<file path="src/rtl/crc8_serial.sv">
// rtl/crc8_serial.sv - bit-serial CRC-8 (poly 0x07, init 0x00) with frame bit counter
// Optional MSB-first CRC append stage and err flag are enabled by defining CRC8_SERIAL_APPEND_EN.
module crc8_serial (
  input  logic       clk,
  input  logic       rst,
  input  logic       si,
  input  logic       en_crc,
  output logic [7:0] crc_out,
  output logic       crc_valid,
  output logic [7:0] bit_cnt,
  output logic       so_crc,
  output logic       so_vld,
  output logic       busy,
  output logic       err
);

  typedef enum logic [1:0] {IDLE = 2'd0, CALC = 2'd1, APPEND = 2'd2} state_t;

  state_t     state, state_nx;
  logic [7:0] crc_w, crc_w_nx;
  logic [7:0] cnt_w, cnt_w_nx;
  logic       load;
  logic       start_ok;

`ifdef CRC8_SERIAL_APPEND_EN
  logic [3:0] app_cnt, app_cnt_nx;
  logic [7:0] shreg;
  logic       en_q;
  logic       lock, lock_nx;
  logic       err_nx;
`endif

  function automatic logic [7:0] crc_step(input logic [7:0] c, input logic b);
    logic fb;
    fb = b ^ c[7];
    return {c[6:0], 1'b0} ^ (fb ? 8'h07 : 8'h00);
  endfunction

  always_comb begin
    state_nx = state;
    crc_w_nx = crc_w;
    cnt_w_nx = cnt_w;
    load     = 1'b0;
    start_ok = en_crc;
`ifdef CRC8_SERIAL_APPEND_EN
    // en_crc raised during APPEND belongs to a dropped frame; wait for it to fall
    start_ok   = en_crc & ~lock;
    lock_nx    = en_crc & (lock | (state == APPEND));
    err_nx     = 1'b0;
    app_cnt_nx = 4'd0;
`endif
    case (state)
      IDLE: begin
        crc_w_nx = 8'h00;
        cnt_w_nx = 8'd0;
        if (start_ok) begin
          crc_w_nx = crc_step(8'h00, si);
          cnt_w_nx = 8'd1;
          state_nx = CALC;
        end
      end
      CALC: begin
        if (en_crc) begin
          crc_w_nx = crc_step(crc_w, si);
          cnt_w_nx = (cnt_w == 8'hFF) ? cnt_w : cnt_w + 8'd1;
        end else begin
          load     = 1'b1;
          crc_w_nx = 8'h00;
          cnt_w_nx = 8'd0;
`ifdef CRC8_SERIAL_APPEND_EN
          state_nx = APPEND;
`else
          state_nx = IDLE;
`endif
        end
      end
`ifdef CRC8_SERIAL_APPEND_EN
      APPEND: begin
        // app_cnt 0 is the crc_valid cycle; 1..8 carry the CRC bits
        crc_w_nx = 8'h00;
        cnt_w_nx = 8'd0;
        err_nx   = en_crc & ~en_q;
        if (app_cnt == 4'd8) state_nx = IDLE;
        else                 app_cnt_nx = app_cnt + 4'd1;
      end
`endif
      default: state_nx = IDLE;
    endcase
  end

  always_ff @(posedge clk or negedge rst) begin
    if (!rst) begin
      state     <= IDLE;
      crc_w     <= 8'h00;
      cnt_w     <= 8'd0;
      crc_out   <= 8'h00;
      bit_cnt   <= 8'd0;
      crc_valid <= 1'b0;
    end else begin
      state     <= state_nx;
      crc_w     <= crc_w_nx;
      cnt_w     <= cnt_w_nx;
      crc_valid <= load;
      if (load) begin
        crc_out <= crc_w;
        bit_cnt <= cnt_w;
      end
    end
  end

  assign busy = (state != IDLE);

`ifdef CRC8_SERIAL_APPEND_EN
  always_ff @(posedge clk or negedge rst) begin
    if (!rst) begin
      app_cnt <= 4'd0;
      shreg   <= 8'h00;
      en_q    <= 1'b0;
      lock    <= 1'b0;
      err     <= 1'b0;
    end else begin
      app_cnt <= app_cnt_nx;
      en_q    <= en_crc;
      lock    <= lock_nx;
      err     <= err_nx;
      if (load)        shreg <= crc_w;
      else if (so_vld) shreg <= {shreg[6:0], 1'b0};
    end
  end

  assign so_vld = (state == APPEND) && (app_cnt != 4'd0);
  assign so_crc = so_vld & shreg[7];
`else
  assign so_vld = 1'b0;
  assign so_crc = 1'b0;
  assign err    = 1'b0;
`endif

endmodule

</file>
<file path="config.mk">
export PLATFORM = sky130hd
export DESIGN_NAME = crc8_serial
export DESIGN_NICKNAME = d
export VERILOG_FILES = /design/src/rtl/crc8_serial.sv
export SDC_FILE = /design/constraint.sdc
export NUM_CORES = 1
export LEC_CHECK = 0
export ABC_AREA = 1
export CELL_PAD_IN_SITES_DETAIL_PLACEMENT = 0
export CELL_PAD_IN_SITES_GLOBAL_PLACEMENT = 1
export CORE_MARGIN = 2
export CORE_UTILIZATION = 46
export CTS_CLUSTER_SIZE = 10
export DETAILED_ROUTE_END_ITERATION = 12
export DONT_BUFFER_PORTS = 1
export HOLD_SLACK_MARGIN = 0.08
export PLACE_DENSITY_LB_ADDON = 0.1
export RECOVER_POWER = 25
export SLEW_MARGIN = 0
export SYNTH_ARGS = -nofsm -noshare
export SYNTH_HDL_FRONTEND = slang
export SYNTH_SLANG_ARGS = --single-unit
export TNS_END_PERCENT = 10
</file>
<file path="constraint.sdc">
create_clock -name clk -period 1.6 [get_ports clk]
set_clock_uncertainty 0.1 [all_clocks]
set_input_delay 0.32 -clock clk [delete_from_list [all_inputs] [get_ports clk]]
set_output_delay 0.32 -clock clk [all_outputs]
set_load 0.02 [all_outputs]
</file>
==> flow_results.org <==
** Run status
- The flow ran to the end, and the final reports show no timing, DRC or antenna violations.

** Synth
- Area share of the largest cell type after synthesis :: between 50% and 60%
- Cell count after synthesis :: roughly 150
- Yosys mapped the design onto 24 distinct sky130hd cell types.
- Summing every instance area after synthesis gives 1450 µm².
- Biggest area consumer among synthesized cells :: sky130_fd_sc_hd__dfrtp_1
- After synthesis the netlist holds a flip-flop and latch count of 34.
- Ranked by instance count, the synthesized netlist is headed by 34 x sky130_fd_sc_hd__dfrtp_1, 27 x sky130_fd_sc_hd__nand2_1, 24 x sky130_fd_sc_hd__nor2_1.
- Among all cell types in the netlist, the one instantiated most often is sky130_fd_sc_hd__dfrtp_1.
- By area the synthesized netlist is led by sky130_fd_sc_hd__dfrtp_1 59%, sky130_fd_sc_hd__nand2_1 7.0%, sky130_fd_sc_hd__nor2_1 6.2%.
- Counting flops with a built-in enable in the synthesized netlist gives 0.
- Mean area per synthesized cell :: 9.50 µm²
- Sequential elements use 58.5% of the synthesized area.
- For this run, asynchronously set or reset flops after synthesis account for between 90% and 100%.
- Total number of yosys warnings :: 0
- In the synthesized netlist the dominant register cell turns out to be sky130_fd_sc_hd__dfrtp_1.

** CTS
- The clock tree synthesis step divided the H-tree into 2 levels.
- The number of gates resized after CTS was 0.
- In this run the deepest clock path goes through 2 buffers.
- Clock tree root buffer cell :: sky130_fd_sc_hd__clkbuf_4
- Post-CTS setup buffer count :: 0
- Clock tree from TritonCTS :: built
- CTS saw 34 sinks.
- Counting the buffers created by CTS gives 5.
- Latest clock arrival within the worst-skew pair :: ~340 ps
- Clock-pin slew was measured on the worst setup and hold paths at 110 ps.
- Buffers inserted to repair hold after CTS numbered 4.

** Setup path
- Nature of the critical path endpoint :: flop
- At the worst endpoint, the arrival time is approximately 1500 ps.
- The worst setup path is launched from a flop.
- Max Fanout on Critical Path :: 23
- Counting cells, the worst reg-to-reg path comes to 3.
- The critical path in this run is classified as reg2reg.
- Worst path required time :: 1740 ps

** Routing
- After detailed routing, the number of remaining DRC violations is 0.
- Initial drt markers :: 35
- After detailed routing, the number of vias per cell comes to around 4.8.
- Dividing the detail-routed wire length by the instance count gives 12.6 µm.
- Detailed routing inserted a total of ~990 vias.
- Aggregate routed wire length :: about 2600 µm
- Post-detailed-route count of antenna-violating nets :: 0
- The first detailed-routing pass took 4 iterations.

** Place
- In this run the tool buffered the top-level ports with 0 buffer cells.
- Final weighted congestion in routability-driven placement :: ~0.76
- Number of instances in the placed design :: roughly 200
- Sum of net half-perimeters after detailed placement :: 1820 µm

** Cells and area
- Multi-input logic area :: 504 µm²
- Synth-to-layout area growth :: 10.9%
- Proportion of layout cells with a drive suffix above 1 :: roughly 15%
- Excluding fillers, the count of instances in the completed layout stands at 208.
- Fill cells in the final layout number 293.
- Total Nets Final :: roughly 170
- Registers take 851 µm².
- The number of antenna diodes in the final layout is 0.

** Global route
- Pin count of the biggest net entering global routing :: 35
- Grt total ovfl :: 0
- The first global-routing pass estimated about 4600 µm of wire.
- Via count of the first global-routing pass :: 959
- Antenna violations before repair :: 0
- Global-route usage over all layers :: a little under a fifth

** Timing
- Fin. max-slew vios :: 0
- Setup repair after global routing left no endpoint under its margin.
- Share of the cycle needed by the critical path after routing :: 86.8%
- Number of setup violations in the final report :: 0
- Adding up every negative setup slack in the final design gives 0 ps.
- For this run, the top clock speed supported by timing is 720 MHz.
- After layout, the minimum clock period comes to between 1000 and 1500 ps.
- Slew margin rel. :: 44.3%
- At the pin with the least slew margin, the transition time is 835 ps.
- The final-report hold violation count was 0.

** Die
- The total area inside the core boundary comes to 3030 µm².
- Boundary pin count :: 25
- In this run the horizontal extent of the chip is approximately 60 µm.
- The initial utilization of the core area, before any placement, comes to 48.0%.
- Area enclosed by the die boundary :: ~3600 µm²
- Number of rows in the core area :: 20
- Height of the chip :: 60.2 µm

** Job
- Number of max-cap violations :: 0

** Pwr
- Worst ir drop on vdd :: 0.874 mV
- For this design the static power due to leakage is 0.791 nW.
- Power Density :: about 1500 nW/µm²

** Worst hold path
- Class of the tightest hold or removal check :: in2reg
- Along the worst hold path, the cell count comes to 4.
[sequential cells by signal, indices dropped and copies added (netlist names)]
register   cells
cnt_w          8
bit_cnt        8
crc_out        8
crc_w          8
state          1
crc_valid      1
[critical path: stages (launching register included)]
cell and delay, ps:
sky130_fd_sc_hd__dfrtp_1 420, sky130_fd_sc_hd__ha_1 250, sky130_fd_sc_hd__buf_12 170, sky130_fd_sc_hd__mux2_2 340
[path summary, 6_finish.rpt]
kind,startpoint,slack [ps],endpoint
max,state[0],210,bit_cnt[4]
min,en_crc,110,cnt_w[0]
max reg2reg,state[0],210,bit_cnt[4]
min reg2reg,crc_w[3],410,crc_w[4]
max in group asynchronous,rst,350,bit_cnt[5]
min in group asynchronous,rst,520,cnt_w[5]
[placed cells by master, fill, tap and decap left out, types with 3 or more instances in the layout]
cell,instances
sky130_fd_sc_hd__dfrtp_1,34
sky130_fd_sc_hd__clkbuf_4,5
sky130_fd_sc_hd__a21oi_1,14
sky130_fd_sc_hd__o21ai_0,3
sky130_fd_sc_hd__nand2_1,27
sky130_fd_sc_hd__nor2_1,24
sky130_fd_sc_hd__conb_1,3
sky130_fd_sc_hd__nand3_1,8
sky130_fd_sc_hd__inv_1,16
sky130_fd_sc_hd__dlygate4sd3_1,3
sky130_fd_sc_hd__mux2_2,4
[routing by layer]
layer / track usage, % / wire [µm] / share of wire (%) / vias up
li1: - / - / - / 500
met4: 6.67 / 38 / 1.4 / 0
met2: 24.8 / 1200 / 46 / 24
met5: 0 / 0 / 0 / -
met1: 24.1 / 1230 / 47 / 464
met3: 9.74 / 158 / 6.0 / 4
[where the power goes]
part | leakage [nW] | total (mW) | internal, mW | switching (mW)
logic | 0.316 | 0.550 | 0.222 | 0.328
clock network | 0.0343 | 0.514 | 0.211 | 0.303
registers | 0.441 | 1.43 | 1.08 | 0.354
[area by class of cell]
class / count / share of cell area, %
inverters: 17 / 4.27
flip-flops and latches: 34 / 52.8
repair buffers: 7 / 4.34
clock buffers: 6 / 3.18
well taps: 44 / 3.41
multi-input cells: 98 / 31.3
clock inverters: 2 / 0.776
[stage by stage]
step / utilization (%) / setup WS (ps) / hold WS, ps / instance area, µm² / total power [mW]
finish: 53.3 / 211 / 111 / 1610 / 2.49
global route: 53.3 / 131 / 95.8 / 1610 / 2.70
CTS: 53.8 / 199 / 102 / 1630 / 2.53
detailed placement: 50.0 / 222 / -74.8 / 1510 / 1.99
global placement: 50.0 / 260 / -74.8 / 1510 / 1.97
floorplan: - / 81.2 / -75.6 / 1460 / 1.82
[cells by family after synthesis]
logic type	count (synthesis)	share of synthesized area, %
AND/OR/NAND/NOR	67	20.8
flip-flops	34	58.5
XOR/XNOR	1	0.603
multiplexers	4	3.10
adder cells (fa/ha/maj)	2	1.72
buffers and inverters	23	7.31
other	1	0.258
AO/OA/AOI/OAI	21	7.66
No activity file was read; power rests on OpenSTA's default activity.
